### config.mk
export PLATFORM = sky130hd
export DESIGN_NAME = pipe_adder
export DESIGN_NICKNAME = d
export VERILOG_FILES = /design/src/rtl/pipe_adder.sv
export SDC_FILE = /design/constraint.sdc
export NUM_CORES = 1
export LEC_CHECK = 0
export BUFFER_PORTS_ARGS = -buffer_cell sky130_fd_sc_hd__buf_2
export CAP_MARGIN = 20
export CORE_MARGIN = 2
export CORE_UTILIZATION = 35
export DETAILED_ROUTE_END_ITERATION = 10
export GPL_ROUTABILITY_DRIVEN = 0
export PLACE_DENSITY = 0.62
export SLEW_MARGIN = 20
export SYNTH_ARGS = -nofsm -noshare
export SYNTH_HDL_FRONTEND = slang
export SYNTH_SLANG_ARGS = --single-unit
export TNS_END_PERCENT = 5
### constraint.sdc
create_clock -name clk -period 3.2 [get_ports clk]
set_input_delay 0.48 -clock clk [delete_from_list [all_inputs] [get_ports clk]]
set_output_delay 0.48 -clock clk [all_outputs]
set_load 0.05 [all_outputs]
### src/rtl/pipe_adder.sv
// Pipelined ripple-carry adder: WIDTH bits split into STAGES slices, one slice per stage, valid/ready with full stall.
// Define PIPE_ADDER_SUB_EN to add the `sub` port (x - y - c_in when sub=1).
module pipe_adder #(
  parameter int WIDTH  = 16,
  parameter int STAGES = 4
) (
  input  logic             clk,
  input  logic             rst_n,
  input  logic             in_valid,
  output logic             in_ready,
  input  logic [WIDTH-1:0] x,
  input  logic [WIDTH-1:0] y,
  input  logic             c_in,
`ifdef PIPE_ADDER_SUB_EN
  input  logic             sub,
`endif
  output logic             out_valid,
  input  logic             out_ready,
  output logic [WIDTH-1:0] sum,
  output logic             c_out,
  output logic             ovf
);

  localparam int SAFE_STAGES = (STAGES < 1) ? 1 : STAGES;
  localparam int SLICE       = WIDTH / SAFE_STAGES;
  localparam int LAST        = SAFE_STAGES - 1;

  if ((STAGES < 1) || (STAGES > WIDTH) || ((WIDTH % SAFE_STAGES) != 0)) begin : g_bad_params
    $error("pipe_adder: WIDTH (%0d) must be a positive multiple of STAGES (%0d)", WIDTH, STAGES);
  end

  logic             stall;
  logic [WIDTH-1:0] y_eff;
  logic             c_eff;
  logic             ovf_q;

  assign stall    = out_valid & ~out_ready;
  assign in_ready = ~stall;

`ifdef PIPE_ADDER_SUB_EN
  assign y_eff = sub ? ~y : y;
  assign c_eff = sub ? ~c_in : c_in;
`else
  assign y_eff = y;
  assign c_eff = c_in;
`endif

  // Stage k adds slice k; it carries forward the finished low result bits (DONE)
  // and only the operand bits not yet consumed (REM), so nothing dead is registered.
  for (genvar k = 0; k < SAFE_STAGES; k++) begin : g_stage
    localparam int DONE = (k + 1) * SLICE;
    localparam int REM  = WIDTH - DONE;

    logic [SLICE-1:0] op_a;
    logic [SLICE-1:0] op_b;
    logic             carry_in;
    logic             valid_in;
    logic [SLICE:0]   slice_sum;
    logic [DONE-1:0]  s_d;
    logic [DONE-1:0]  s_q;
    logic             c_q;
    logic             v_q;

    if (k == 0) begin : g_head
      assign op_a     = x[SLICE-1:0];
      assign op_b     = y_eff[SLICE-1:0];
      assign carry_in = c_eff;
      assign valid_in = in_valid;
      assign s_d      = slice_sum[SLICE-1:0];
    end else begin : g_body
      assign op_a     = g_stage[k-1].g_pass.a_q[SLICE-1:0];
      assign op_b     = g_stage[k-1].g_pass.b_q[SLICE-1:0];
      assign carry_in = g_stage[k-1].c_q;
      assign valid_in = g_stage[k-1].v_q;
      assign s_d      = {slice_sum[SLICE-1:0], g_stage[k-1].s_q};
    end

    assign slice_sum = {1'b0, op_a} + {1'b0, op_b} + {{SLICE{1'b0}}, carry_in};

    // NOTE: registers use non-blocking assignments so every stage samples the
    // previous stage's old value on the same edge; blocking here would collapse the pipe.
    // NOTE: datapath registers are reset as well, so sum/c_out read 0 straight out of reset.
    always_ff @(posedge clk or negedge rst_n) begin
      if (!rst_n) begin
        v_q <= 1'b0;
        c_q <= 1'b0;
        s_q <= '0;
      end else if (!stall) begin
        v_q <= valid_in;
        // Bubbles leave the data registers untouched.
        if (valid_in) begin
          c_q <= slice_sum[SLICE];
          s_q <= s_d;
        end
      end
    end

    if (REM > 0) begin : g_pass
      logic [REM-1:0] a_d;
      logic [REM-1:0] b_d;
      logic [REM-1:0] a_q;
      logic [REM-1:0] b_q;

      if (k == 0) begin : g_src_in
        assign a_d = x[WIDTH-1:SLICE];
        assign b_d = y_eff[WIDTH-1:SLICE];
      end else begin : g_src_prev
        assign a_d = g_stage[k-1].g_pass.a_q[SLICE +: REM];
        assign b_d = g_stage[k-1].g_pass.b_q[SLICE +: REM];
      end

      always_ff @(posedge clk or negedge rst_n) begin
        if (!rst_n) begin
          a_q <= '0;
          b_q <= '0;
        end else if (!stall && valid_in) begin
          a_q <= a_d;
          b_q <= b_d;
        end
      end
    end
  end

  // Signed overflow: both operand MSBs agree but the result MSB differs.
  always_ff @(posedge clk or negedge rst_n) begin
    if (!rst_n) begin
      ovf_q <= 1'b0;
    end else if (!stall && g_stage[LAST].valid_in) begin
      ovf_q <= (g_stage[LAST].op_a[SLICE-1] == g_stage[LAST].op_b[SLICE-1]) &
               (g_stage[LAST].slice_sum[SLICE-1] != g_stage[LAST].op_a[SLICE-1]);
    end
  end

  assign out_valid = g_stage[LAST].v_q;
  assign sum       = g_stage[LAST].s_q;
  assign c_out     = g_stage[LAST].c_q;
  assign ovf       = ovf_q;

endmodule

==> impl_metrics.yaml, run 1 <==
clock_network:
  clockBufferDepth: 2
  insertion_delay_ns: 0.34
  cts_tree: "done"
  post_cts_buffers: 0
  cts_buffers: 9
  root_buffer: "clkbuf_16"
  clk_pin_slew_ns: 0.06
  hold_buffers: 0
  cts.sinks: 97
  cts.repair.resized: 0
  h-tree-depth: 3
drt:
  antenna_left: 0
  routedWlPerCell_um: 14.9
  drc: 0
  num_vias: 2469
  viasPerCell: 4.89
  drt_iter0_markers: 78
  dr.pass1.iters: 4
  routed_wl_um: 7540
placement:
  port_buffers: 56
  dp_hpwl_um: 5320
  placed_area_um2: 4700
  place_ws_ns: 0.966
power:
  p_leak_nw: 2.32
  power_density_nw_per_um2: 1080
  power.total_w: 0.00539
  peakVddDrop_mv: 0.323
global_route:
  grt_first_pass_wirelength_um: 12600
  track_usage: 0.125
  grt_pass1_vias: 2605
  grt_max_degree: 63
  grt_antenna_before_repair: 0
  grt-ovfl-total: 0
sta:
  hold_violations: 0
  fmaxAchievable_ghz: 0.501
  period_minus_slack_ns: 2.00
  tns_ns: 0
  skew_ns: 0.0110
  fin_ws_ns: 1.20
  rsz0062_at_grt: "no"
  setup_viol: 0
  drv_slew: 0
  slew_headroom: 0.467
  post-route-period-util: 0.624
  tightest_slew_ns: 0.799
  whs_ns: 0.222
setup_path:
  required_ns: 3.42
  arrival_ns: 2.22
  endpoint_kind: "flop"
  critical_path_class: "reg2reg"
  startpoint_type: "flop"
  cp_max_fo: 24
synthesis:
  synth_xor_area_frac: 0.00814
  synth_seq_cells: 97
  synthFlopType: "dfrtp_1"
  synth_mux_area_frac: 0.213
  synth_area_per_cell_um2: 14.5
  ys.warnings.count: 0
  synth_top_family_by_area: "multiplexers"
  syn_area_um2: 4300
  ys_seq_area_frac: 0.564
  synth_compound_area_frac: 0.0739
  yosys.area_share.adder: 0.0721
  synthSimpleGateAreaFrac: 0.0302
  synth_cell_type_count: 33
  synthCells: 296
  synth_edf_count: 0
  async_flop_share: 1.00
  syn-num-nets: 353
die:
  die_y_um: 115
  die_x_um: 115
  core_um2: 12000
  ios: 57
  rows: 40
  dieArea_um2: 13200
  initial_utilization: 0.358
layout:
  postLayoutCellArea_um2: 4990
  layout-drive-gt1-share: 0.436
  areaGrowthSynthToFinish_pct: 16.0
  antennaDiodeCount: 0
  layout.nets: 411
job:
  drv_cap: 0
run_status:
  status: "finished clean"
worst_hold_path:
  min_path_type: "in2async"
## cell usage after synthesis (all sizes together), types with 2 or more instances
master,n,area [µm²]
a21o,2,15.0
and3b,2,17.5
nand2,5,31.3
a211oi,2,15.0
nor3,3,15.0
nor2b,4,32.5
inv,16,65.1
dfrtp,97,2430
mux2,76,916
ha,12,150
a21oi,9,45.0
xor2,3,26.3
buf,10,97.6
o31ai,3,22.5
fa,8,160
nand3,3,15.0
a21boi,5,37.5
o21ai,28,140
## metal layers
metal / part of all wire / track usage
met1: 0.47 / 0.159
met3: 0.032 / 0.0290
met2: 0.48 / 0.202
met4: 0.017 / 0.0586
met5: 0 / 0
## critical path, cell delays in order, from the launching register on
cell and delay (ns):
dfrtp_1 0.36, nor2b_4 0.42, inv_6 0.11, nand2_1 0.23, buf_4 0.36, mux2_2 0.38
## per-stage QoR
step            util  std cells
6_report       0.416        505
5_1_grt        0.416        505
4_1_cts        0.416        505
3_5_place_dp   0.391        490
3_3_place_gp   0.391        490
2_1_floorplan      -        296
## area by class of cell
class / instances / area [µm²]
fill: 1147 / 7020
sequential: 97 / 2430
multi-input combinational: 172 / 1710
timing repair buffer: 58 / 310
clock buffer: 10 / 239
tap: 147 / 184
inverter: 16 / 65.1
clock inverter: 5 / 56.3
## sequential cells by signal (all words and copies together), names as in the netlist
name / cells
sum: 16
g_stage.g_pass.a_q: 24
g_stage.g_pass.b_q: 24
c_out: 1
ovf: 1
g_stage.v_q: 3
g_stage.c_q: 3
g_stage.s_q: 24
out_valid: 1
## power by group
group	internal (W)	switching [W]	total, W	leakage [nW]
sequential	0.00178	0.000308	0.00209	1.15
combinational	0.00102	0.00122	0.00224	1.03
clock	0.000621	0.000440	0.00106	0.144
total	0.00342	0.00197	0.00539	2.32
## layout by cell type (no fill, tap or decap), drive strengths merged, types with 2 or more instances in the layout
cell type	netlist	final
a21oi	9	9
nand3	3	3
buf	10	58
o21ai	28	28
ha	12	12
fa	8	8
a21o	2	2
nor3	3	3
dfrtp	97	97
clkinv	0	3
mux2	76	76
xor2	3	3
nand2	5	5
a21boi	5	5
o31ai	3	3
a211oi	2	2
inv	16	16
nor2b	4	4
clkbuf	1	10
and3b	2	2
## logic make-up after synthesis
group                    after synthesis
adder cells (fa/ha/maj)               20
buffers and inverters                 27
AO/OA/AOI/OAI                         53
XOR/XNOR                               4
AND/OR/NAND/NOR                       19
flip-flops                            97
multiplexers                          76
## path summary, 6_finish.rpt
kind                                start                        end  slack, ns  cells after the start
worst max-delay path            out_valid  g_stage[0].g_pass.b_q[11]       1.20                      5
worst min-delay path                rst_n   g_stage[1].g_pass.b_q[6]       0.22                      1
worst max register to register  out_valid  g_stage[0].g_pass.b_q[11]       1.20                      5
worst min register to register    sum[10]                    sum[10]       0.50                      1
max in group asynchronous           rst_n   g_stage[0].g_pass.b_q[4]       2.33                      2
min in group clk                    y[11]   g_stage[0].g_pass.b_q[7]       0.36                      2
Power figures use the tool's default switching activity.
==> run 2, diff against run 1 <==
Clock period 3.2 ns to 2 ns, I/O delays scaled along.
==> run 2 against run 1 <==
Net effect: clock power increased by 58%; via count hardly changed; hold slack got worse by 0.024 ns; non-clock buffer count increased by 5; sequential share of layout area down 0.53 points; die area stayed put; clock skew decreased by 0.0028 ns; count of clock-buffer cells in the layout is 1 higher; register-to-register slack lost 0.94 ns; sequential power increased by 59%; worst setup slack worse by 0.94 ns; flip-flop and latch count stayed put; largest power group unchanged.
==> impl_metrics.yaml, run 2 (same netlist as run 1, synthesis figures left out) <==
run_status:
  status: "finished clean"
die:
  dieArea_um2: 13200
  initial_utilization: 0.358
  die_y_um: 115
  die_x_um: 115
  core_um2: 12000
  ios: 57
  rows: 40
setup_path:
  cp_slowest_cell: "fa_1"
  rr_endpoint: "g_stage[2].s_q[11]"
  cp_max_fo: 2
  reg2reg_slack_ns: 0.26
  worst-path-buf-inv: 1
  startpoint_type: "flop"
  rr_startpoint: "g_stage[1].c_q"
  slowest_delay_ns: 0.45
  crit_chain: "inv_1 -> fa_1 -> nand3b_1 -> a2111oi_0 -> a311o_1"
  ff2ff_path_depth: 5
  critical_path.top_delay_family: "compound AO/OA/AOI/OAI gates"
  critical_path_class: "reg2reg"
  endpoint_kind: "flop"
  required_ns: 2.26
  crit_path_start: "g_stage[1].c_q"
  arrival_ns: 2.00
power:
  power_density_nw_per_um2: 1710
  p_leak_nw: 2.35
  peakVddDrop_mv: 0.445
  power.total_w: 0.00862
clock_network:
  post_cts_buffers: 0
  clk_pin_slew_ns: 0.06
  h-tree-depth: 3
  insertion_delay_ns: 0.33
  root_buffer: "clkbuf_16"
  cts_buffers: 9
  cts.sinks: 97
  cts_tree: "done"
  cts.repair.resized: 0
  hold_buffers: 1
  clockBufferDepth: 2
drt:
  drt_iter0_markers: 78
  dr.pass1.iters: 4
  antenna_left: 0
  routed_wl_um: 7450
  viasPerCell: 4.83
  drc: 0
  routedWlPerCell_um: 14.6
  num_vias: 2467
global_route:
  grt_pass1_vias: 2498
  track_usage: 0.121
  grt_max_degree: 47
  grt_first_pass_wirelength_um: 12200
  grt-ovfl-total: 0
  grt_antenna_before_repair: 0
worst_hold_path:
  hold_end: "g_stage[0].g_pass.b_q[8]"
  worst_hold_path.num_cells: 2
  min_path_type: "in2reg"
  holdCritStartpoint: "y[12]"
layout:
  layout-drive-gt1-share: 0.440
  final_core_util: 0.420
  areaGrowthSynthToFinish_pct: 17.3
  mostFrequentLayoutCells: "dfrtp_1 (97), mux2_2 (60), buf_2 (55)"
  antennaDiodeCount: 0
  layout.nets: 416
  reg_top3: "g_stage.g_pass.a_q (24), g_stage.g_pass.b_q (24), g_stage.s_q (24)"
  layout_commonest_cell: "dfrtp_1"
  stdcell_count: 511
  fillCellCount: 1140
  postLayoutCellArea_um2: 5050
sta:
  slew_headroom: 0.609
  skew_ns: 0.00816
  period_minus_slack_ns: 1.74
  tightest_slew_ns: 0.587
  hold_violations: 0
  setup_viol: 0
  rsz0062_at_grt: "no"
  fmaxAchievable_ghz: 0.576
  post-route-period-util: 0.868
  drv_slew: 0
  tns_ns: 0
placement:
  dp.cells: 494
  placed_area_um2: 4740
  dp_hpwl_um: 5360
  port_buffers: 56
job:
  drv_cap: 0
==> run 2: changes by cell type in the layout (fill, tap and decap cells not counted) <==
cell | previous run | this run
buf_12 | 1 | 2
buf_4 | 2 | 5
clkbuf_1 | 0 | 1
clkinv_4 | 1 | 0
clkinvlp_4 | 1 | 2
dlygate4sd3_1 | 0 | 1
==> run 2: final cells by class <==
type | instances | area [µm²] | share of cell area
Clock buffer | 11 | 243 | 0.0481
Clock inverter | 5 | 55.1 | 0.0109
Inverter | 16 | 65.1 | 0.0129
Multi-Input combinational cell | 172 | 1710 | 0.339
Sequential cell | 97 | 2430 | 0.481
Tap cell | 147 | 184 | 0.0364
Timing Repair Buffer | 63 | 363 | 0.0719
==> run 2: routing by layer <==
| metal | vias up | share of wire | global-route usage |
|---|---|---|---|
| met5 | - | 0 | 0 |
| met4 | 0 | 0.022 | 0.0618 |
| met3 | 10 | 0.038 | 0.0295 |
| met2 | 41 | 0.47 | 0.183 |
| met1 | 1237 | 0.47 | 0.161 |
| li1 | 1179 | - | - |
==> run 2: worst register-to-register path, delay by kind of cell (launching register included) <==
family / cells / cell delay, ns
and+or+nand+nor: 1 / 0.20
AOI/OAI and AO/OA: 2 / 0.64
adders and majority gates: 1 / 0.45
DFF: 1 / 0.33
buffers and inverters: 1 / 0.06
==> run 2: worst max path at each step <==
stage	slack, ns	end	depth (start not counted)
after detailed placement	0.17	g_stage[0].c_q	6
after floorplan	0.19	g_stage[2].g_pass.a_q[0]	7
after global placement	0.21	g_stage[0].c_q	6
final	0.26	g_stage[2].s_q[11]	5
after CTS	0.29	g_stage[2].s_q[11]	5
after global routing	0.16	g_stage[2].s_q[11]	5
==> run 2: report_power, final <==
group	leakage [nW]	internal (W)	switching (W)
registers	1.15	0.00285	0.000482
logic	1.05	0.00166	0.00195
clock network	0.142	0.000998	0.000680
==> run 2: stage by stage <==
step                      setup WS, ns  hold WS, ns
after CTS                        0.294        0.186
after global routing             0.160        0.186
after global placement           0.209        0.339
after floorplan                  0.191      0.00441
final                            0.264        0.199
after detailed placement         0.167        0.352
